<file path="config.mk">
export PLATFORM = sky130hd
export DESIGN_NAME = disc_reader
export DESIGN_NICKNAME = d
export VERILOG_FILES = /design/src/rtl/disc_reader_pkg.sv /design/src/rtl/disc_reader_edge_sync.sv /design/src/rtl/disc_reader.sv
export SDC_FILE = /design/constraint.sdc
export NUM_CORES = 1
export LEC_CHECK = 0
export ABC_CLOCK_PERIOD_IN_PS = 1900
export CAP_MARGIN = 30
export CORE_MARGIN = 10
export CORE_UTILIZATION = 63
export CTS_BUF_LIST = sky130_fd_sc_hd__clkbuf_8
export CTS_CLUSTER_SIZE = 24
export DETAILED_ROUTE_END_ITERATION = 8
export DONT_BUFFER_PORTS = 1
export PLACE_DENSITY = 0.79
export SLEW_MARGIN = 20
export SYNTH_ARGS = -nofsm -noshare
export SYNTH_HDL_FRONTEND = slang
export SYNTH_SLANG_ARGS = --single-unit
</file>
<file path="constraint.sdc">
create_clock -name CLOCK -period 1.9 [get_ports CLOCK]
set_input_delay 0.19 -clock CLOCK [delete_from_list [all_inputs] [get_ports CLOCK]]
set_output_delay 0.19 -clock CLOCK [all_outputs]
set_load 0.01 [all_outputs]
</file>
<file path="src/rtl/disc_reader_pkg.sv">
// Shared constants, types and the byte-packing helper for the disc flux timer.
// Build option: DISC_READER_INDEX_EN enables the index-pulse path in disc_reader.
package disc_reader_pkg;

  localparam int              TIMER_W        = 7;
  localparam logic [TIMER_W-1:0] TIMER_CARRY_AT = 7'd126;
  localparam logic [7:0]      CARRY_BYTE     = 8'h7F;
  localparam int              INDEX_FLAG_BIT = 7;

  // Which kind of byte (if any) is stored in the current cycle.
  typedef enum logic [1:0] {
    SEL_NONE  = 2'd0,
    SEL_INDEX = 2'd1,
    SEL_DATA  = 2'd2,
    SEL_CARRY = 2'd3
  } store_sel_e;

  // Timing byte: bit 7 flags an index event, bits 6:0 carry the timer value.
  function automatic logic [7:0] make_byte(input logic index_flag,
                                           input logic [TIMER_W-1:0] count);
    logic [7:0] b;
    b = {1'b0, count};
    b[INDEX_FLAG_BIT] = index_flag;
    return b;
  endfunction

endpackage

</file>
<file path="src/rtl/disc_reader_edge_sync.sv">
// Multi-stage synchroniser for an asynchronous drive line followed by a
// rising-edge detector: a high level of any length yields a single-cycle pulse.
module disc_reader_edge_sync #(
  parameter int SYNC_STAGES = 2
) (
  input  logic clk,
  input  logic rst_n,
  input  logic raw,
  output logic pulse
);

  // Stage 0 is the metastability-catching flop; the last stage is safe to use.
  logic [SYNC_STAGES-1:0] sync_p0;
  logic                   prev_p1;

  // Shift the raw line through the synchroniser and keep one extra delayed copy.
  always_ff @(posedge clk or negedge rst_n) begin
    if (!rst_n) begin
      sync_p0 <= '0;
      prev_p1 <= 1'b0;
    end else begin
      sync_p0 <= {sync_p0[SYNC_STAGES-2:0], raw};
      prev_p1 <= sync_p0[SYNC_STAGES-1];
    end
  end

  // ---- stage boundary: synchronised level -> edge pulse ----
  assign pulse = sync_p0[SYNC_STAGES-1] & ~prev_p1;

endmodule

</file>
<file path="src/rtl/disc_reader.sv">
// Flux-transition timer: counts clocks between read-data (and optionally
// index) pulses and writes one timing byte per event into a downstream FIFO.
// Long intervals are split into 0x7F carry bytes.
// Build option: define DISC_READER_INDEX_EN to enable the index path; when it
// is undefined FD_INDEX_IN is ignored and DATA[7] is always 0.
module disc_reader
  import disc_reader_pkg::*;
#(
  parameter int SYNC_STAGES = 2
) (
  input  logic       CLOCK,
  input  logic       RESET,
  input  logic       CLKEN,
  input  logic       RUN,
  input  logic       FD_RDDATA_IN,
  input  logic       FD_INDEX_IN,
  output logic [7:0] DATA,
  output logic       WRITE
);

  logic               dat_pulse;
  logic               idx_pulse;

  logic [TIMER_W-1:0] timer;
  logic [TIMER_W-1:0] timer_nxt;
  logic               idx_pend;
  logic               idx_pend_nxt;
  logic               dat_pend;
  logic               dat_pend_nxt;
  logic               idx_ev;
  logic               dat_ev;
  store_sel_e         sel;
  logic [7:0]         byte_nxt;

  logic [7:0]         data_p1;
  logic               vld_p1;

  // ---- stage boundary: asynchronous drive lines -> edge pulses ----
  disc_reader_edge_sync #(
    .SYNC_STAGES(SYNC_STAGES)
  ) u_rddata_sync (
    .clk  (CLOCK),
    .rst_n(RESET),
    .raw  (FD_RDDATA_IN),
    .pulse(dat_pulse)
  );

`ifdef DISC_READER_INDEX_EN
  disc_reader_edge_sync #(
    .SYNC_STAGES(SYNC_STAGES)
  ) u_index_sync (
    .clk  (CLOCK),
    .rst_n(RESET),
    .raw  (FD_INDEX_IN),
    .pulse(idx_pulse)
  );
`else
  // Index line deliberately left unconnected in this build.
  logic unused_index;
  assign unused_index = FD_INDEX_IN;
  assign idx_pulse    = 1'b0;
`endif

  // Carry fires once the timer reaches the last value a 7-bit byte can hold
  // without colliding with the 0x7F carry code.
  function automatic logic timer_at_carry(input logic [TIMER_W-1:0] t);
    return (t == TIMER_CARRY_AT);
  endfunction

  // Events seen this cycle include any left pending from frozen or shared cycles.
  assign idx_ev = idx_pulse | idx_pend;
  assign dat_ev = dat_pulse | dat_pend;

  // Priority mux: index, then data, then carry, else count; also pending-flag upkeep.
  always_comb begin
    sel          = SEL_NONE;
    timer_nxt    = timer;
    idx_pend_nxt = idx_pend;
    dat_pend_nxt = dat_pend;
    if (!RUN) begin
      timer_nxt    = '0;
      idx_pend_nxt = 1'b0;
      dat_pend_nxt = 1'b0;
    end else if (!CLKEN) begin
      // Timebase paused: remember edges so none are lost.
      idx_pend_nxt = idx_ev;
      dat_pend_nxt = dat_ev;
    end else if (idx_ev) begin
      sel          = SEL_INDEX;
      timer_nxt    = '0;
      idx_pend_nxt = 1'b0;
      // A coincident data edge is stored as 0x00 in the next enabled cycle.
      dat_pend_nxt = dat_ev;
    end else if (dat_ev) begin
      sel          = SEL_DATA;
      timer_nxt    = '0;
      idx_pend_nxt = 1'b0;
      dat_pend_nxt = 1'b0;
    end else if (timer_at_carry(timer)) begin
      sel          = SEL_CARRY;
      timer_nxt    = '0;
    end else begin
      timer_nxt    = timer + 7'd1;
    end
  end

  // Byte formatting for the selected store.
  always_comb begin
    byte_nxt = 8'h00;
    case (sel)
      SEL_INDEX: byte_nxt = make_byte(1'b1, timer);
      SEL_DATA:  byte_nxt = make_byte(1'b0, timer);
      SEL_CARRY: byte_nxt = CARRY_BYTE;
      default:   byte_nxt = 8'h00;
    endcase
  end

  // Timer and pending-flag state.
  always_ff @(posedge CLOCK or negedge RESET) begin
    if (!RESET) begin
      timer    <= '0;
      idx_pend <= 1'b0;
      dat_pend <= 1'b0;
    end else begin
      timer    <= timer_nxt;
      idx_pend <= idx_pend_nxt;
      dat_pend <= dat_pend_nxt;
    end
  end

  // ---- stage boundary: registered FIFO write port ----
  // DATA only changes on a store; WRITE is a one-cycle strobe.
  always_ff @(posedge CLOCK or negedge RESET) begin
    if (!RESET) begin
      data_p1 <= 8'h00;
      vld_p1  <= 1'b0;
    end else begin
      vld_p1 <= (sel != SEL_NONE);
      if (sel != SEL_NONE) begin
        data_p1 <= byte_nxt;
      end
    end
  end

  assign DATA  = data_p1;
  assign WRITE = vld_p1;

endmodule

</file>
==> run summary <==
Status = complete, no violations
Max Slew Vio Count = 0
Worst-path clk slew = 0.07 ns
Critical path required time = 2.08 ns
Placer Congestion = 0.7923
DRT iter0 DRCs = 3
Setup Skew = 0.003998 ns
Root Buffer = clkbuf_8
Layout Cells excl Fill = 101
Cts hold-fix bufs = 3
IO Port Bufs = 0
Pwr dens = 986.5 mW/mm^2
Vias per inst = 6.208
Final setup fails = 0
Clk Latency, worst-skew pair = 0.26 ns
Area grow syn2layout = 12.97%
TNS Setup = 0 ns
Yosys warns = 0
Final net count = 95
Vias in the first global route = 620
Max-Cap Viols = 0
Relative slew margins = 0.4227
Fmax = 589.6 MHz
Congestion Overflow GR = 0
Peak supply drop = 0.0005733 V
Drt drc = 0
Largest net degree at the start of global routing = 21
Vias = 627
Final Hold Fails = 0
CTS H-tree depth = 1
Setup Buffers After CTS = 0
Period utilisation layout = 0.8926
Sink Count = 20
CTS tree = yes
Initial Utilization = 0.6809
Post-DRT Antenna Nets = 0
CP Data Arrival Time = 1.88 ns
Chip height = 57.74 um
RSZ-0062 raised after global routing = no
Critical path peak fanout = 10
Area of the core = 0.001318 mm^2
Netlist cell types = 24
Max clock buf depth = 2
Register area share after synthesis = 0.5579
Synthesized cell area = 897.1 um^2
Min-delay worst type = in -> reg
Io pins = 15
Total track usage = 0.1151
DR pass1 iterations = 4
Number of antenna violations at the first check in global routing = 0
Dpl hpwl = 1179 um
Startpoint Class = register
Syn_area_per_cell = 11.21 um^2
Critical path type = reg -> reg
Flops & latches, synth = 20
Post-Route WL = 1885 um
CTS Buf Count = 3
Global-route wire length before repair = 3077 um
Row Count = 13
Critical path capture point type = register
Net count after synthesis = 88
Drt wl/cell = 18.66 um
Inserted Diodes = 0
Die width = 57.74 um
Final Critical Period = 1.696 ns
Post-CTS sizing = 0
Worst Tran Pin Value = 0.8631 ns
Placed insts = 94
Syn Inst Count = 80
Layout cells sized above 1 = 0.1163
P_leak = 0.4281 nW
Die ar. = 0.003333 mm^2
worst max-delay path: stages (launching register included):
cell,delay [ns]
dfrtp_1,0.45
ha_1,0.22
and4_4,0.15
a211oi_4,0.28
buf_4,0.22
nand3_1,0.10
a31oi_1,0.19
per-layer routing:
metal	up-vias	routed length, um	track usage
met5	-	0	0
met4	0	42	0.05705
met3	6	115	0.04139
met2	24	898	0.1748
met1	303	827	0.1398
li1	294	-	-
layout make-up:
type                            instances  area, um^2
Sequential cell                        20       500.5
Multi-Input combinational cell         55       370.4
Fill cell                              92       304.0
Timing Repair Buffer                    5       45.04
Clock buffer                            3       41.29
Clock inverter                          1       30.03
Tap cell                               15       18.77
Inverter                                2       7.507
final timing paths:
check / depth (start not counted) / from / end / slack [ns]
max in group asynchronous: 1 / RESET / dat_pend / 0.89
setup / recovery: 6 / timer[1] / timer[3] / 0.20
min in group asynchronous: 1 / RESET / DATA[6] / 0.49
hold / removal: 2 / CLKEN / timer[4] / 0.08
hold reg to reg: 0 / u_rddata_sync.sync_p0[0] / u_rddata_sync.sync_p0[1] / 0.36
setup reg to reg: 6 / timer[1] / timer[3] / 0.20
power by group:
part | internal [mW] | leakage [nW] | switching, mW | total, mW
registers | 0.461 | 0.258 | 0.0391 | 0.500
logic | 0.0407 | 0.134 | 0.0374 | 0.0780
clock network | 0.281 | 0.0357 | 0.140 | 0.422
total | 0.783 | 0.428 | 0.217 | 1.00
cells in the mapped netlist (all sizes together):
master	instances	area (um^2)
a211oi	1	20.02
a21oi	4	20.02
a31oi	4	25.02
and2	1	6.260
and4	1	11.26
buf	1	11.26
clkbuf	2	7.510
dfrtp	20	500.5
ha	2	25.02
inv	2	7.510
mux2	1	11.26
mux2i	1	10.01
nand2	4	15.01
nand2b	5	31.28
nand3	8	40.04
nand3b	2	15.01
nand4b	1	8.760
nor2	6	30.03
nor2b	4	25.02
nor3	2	10.01
o211ai	1	7.510
o22a	6	52.55
or2	1	6.260
flip-flops by register name, indices dropped and copies added, names as in the netlist:
name	count
u_rddata_sync.prev_p1	1
timer	7
DATA	8
u_rddata_sync.sync_p0	2
dat_pend	1
WRITE	1
through the flow:
step           total power [mW]  instance area, um^2  hold WS, ns  setup slack, ns  utilization
2_1_floorplan            0.5585                897.1      -0.1056           0.2964            -
3_3_place_gp             0.5720                912.1      -0.1050           0.2739       0.6923
3_5_place_dp             0.5751                912.1      -0.1050           0.2226       0.6923
4_1_cts                   1.007                 1013      0.07082           0.2070       0.7692
5_1_grt                   1.035                 1013      0.07132           0.1304       0.7692
6_report                 0.9998                 1013      0.07627           0.2040       0.7692
cells by family after synthesis:
group,synth area share
adder cells (fa/ha/maj),0.02789
multiplexers,0.02371
flip-flops,0.5579
AND/OR/NAND/NOR,0.2218
buffers and inverters,0.02929
AO/OA/AOI/OAI,0.1395
layout by cell type (no fill, tap or decap), drive strengths merged, types with 2 or more instances in the layout:
| cell | n |
|---|---|
| dfrtp | 20 |
| nand3 | 8 |
| o22a | 6 |
| nor2 | 6 |
| nand2b | 5 |
| nor2b | 4 |
| nand2 | 4 |
| a21oi | 4 |
| a31oi | 4 |
| clkbuf | 3 |
| dlygate4sd3 | 3 |
| inv | 2 |
| nor3 | 2 |
| nand3b | 2 |
| ha | 2 |
| buf | 2 |
Power figures use the tool's default switching activity.
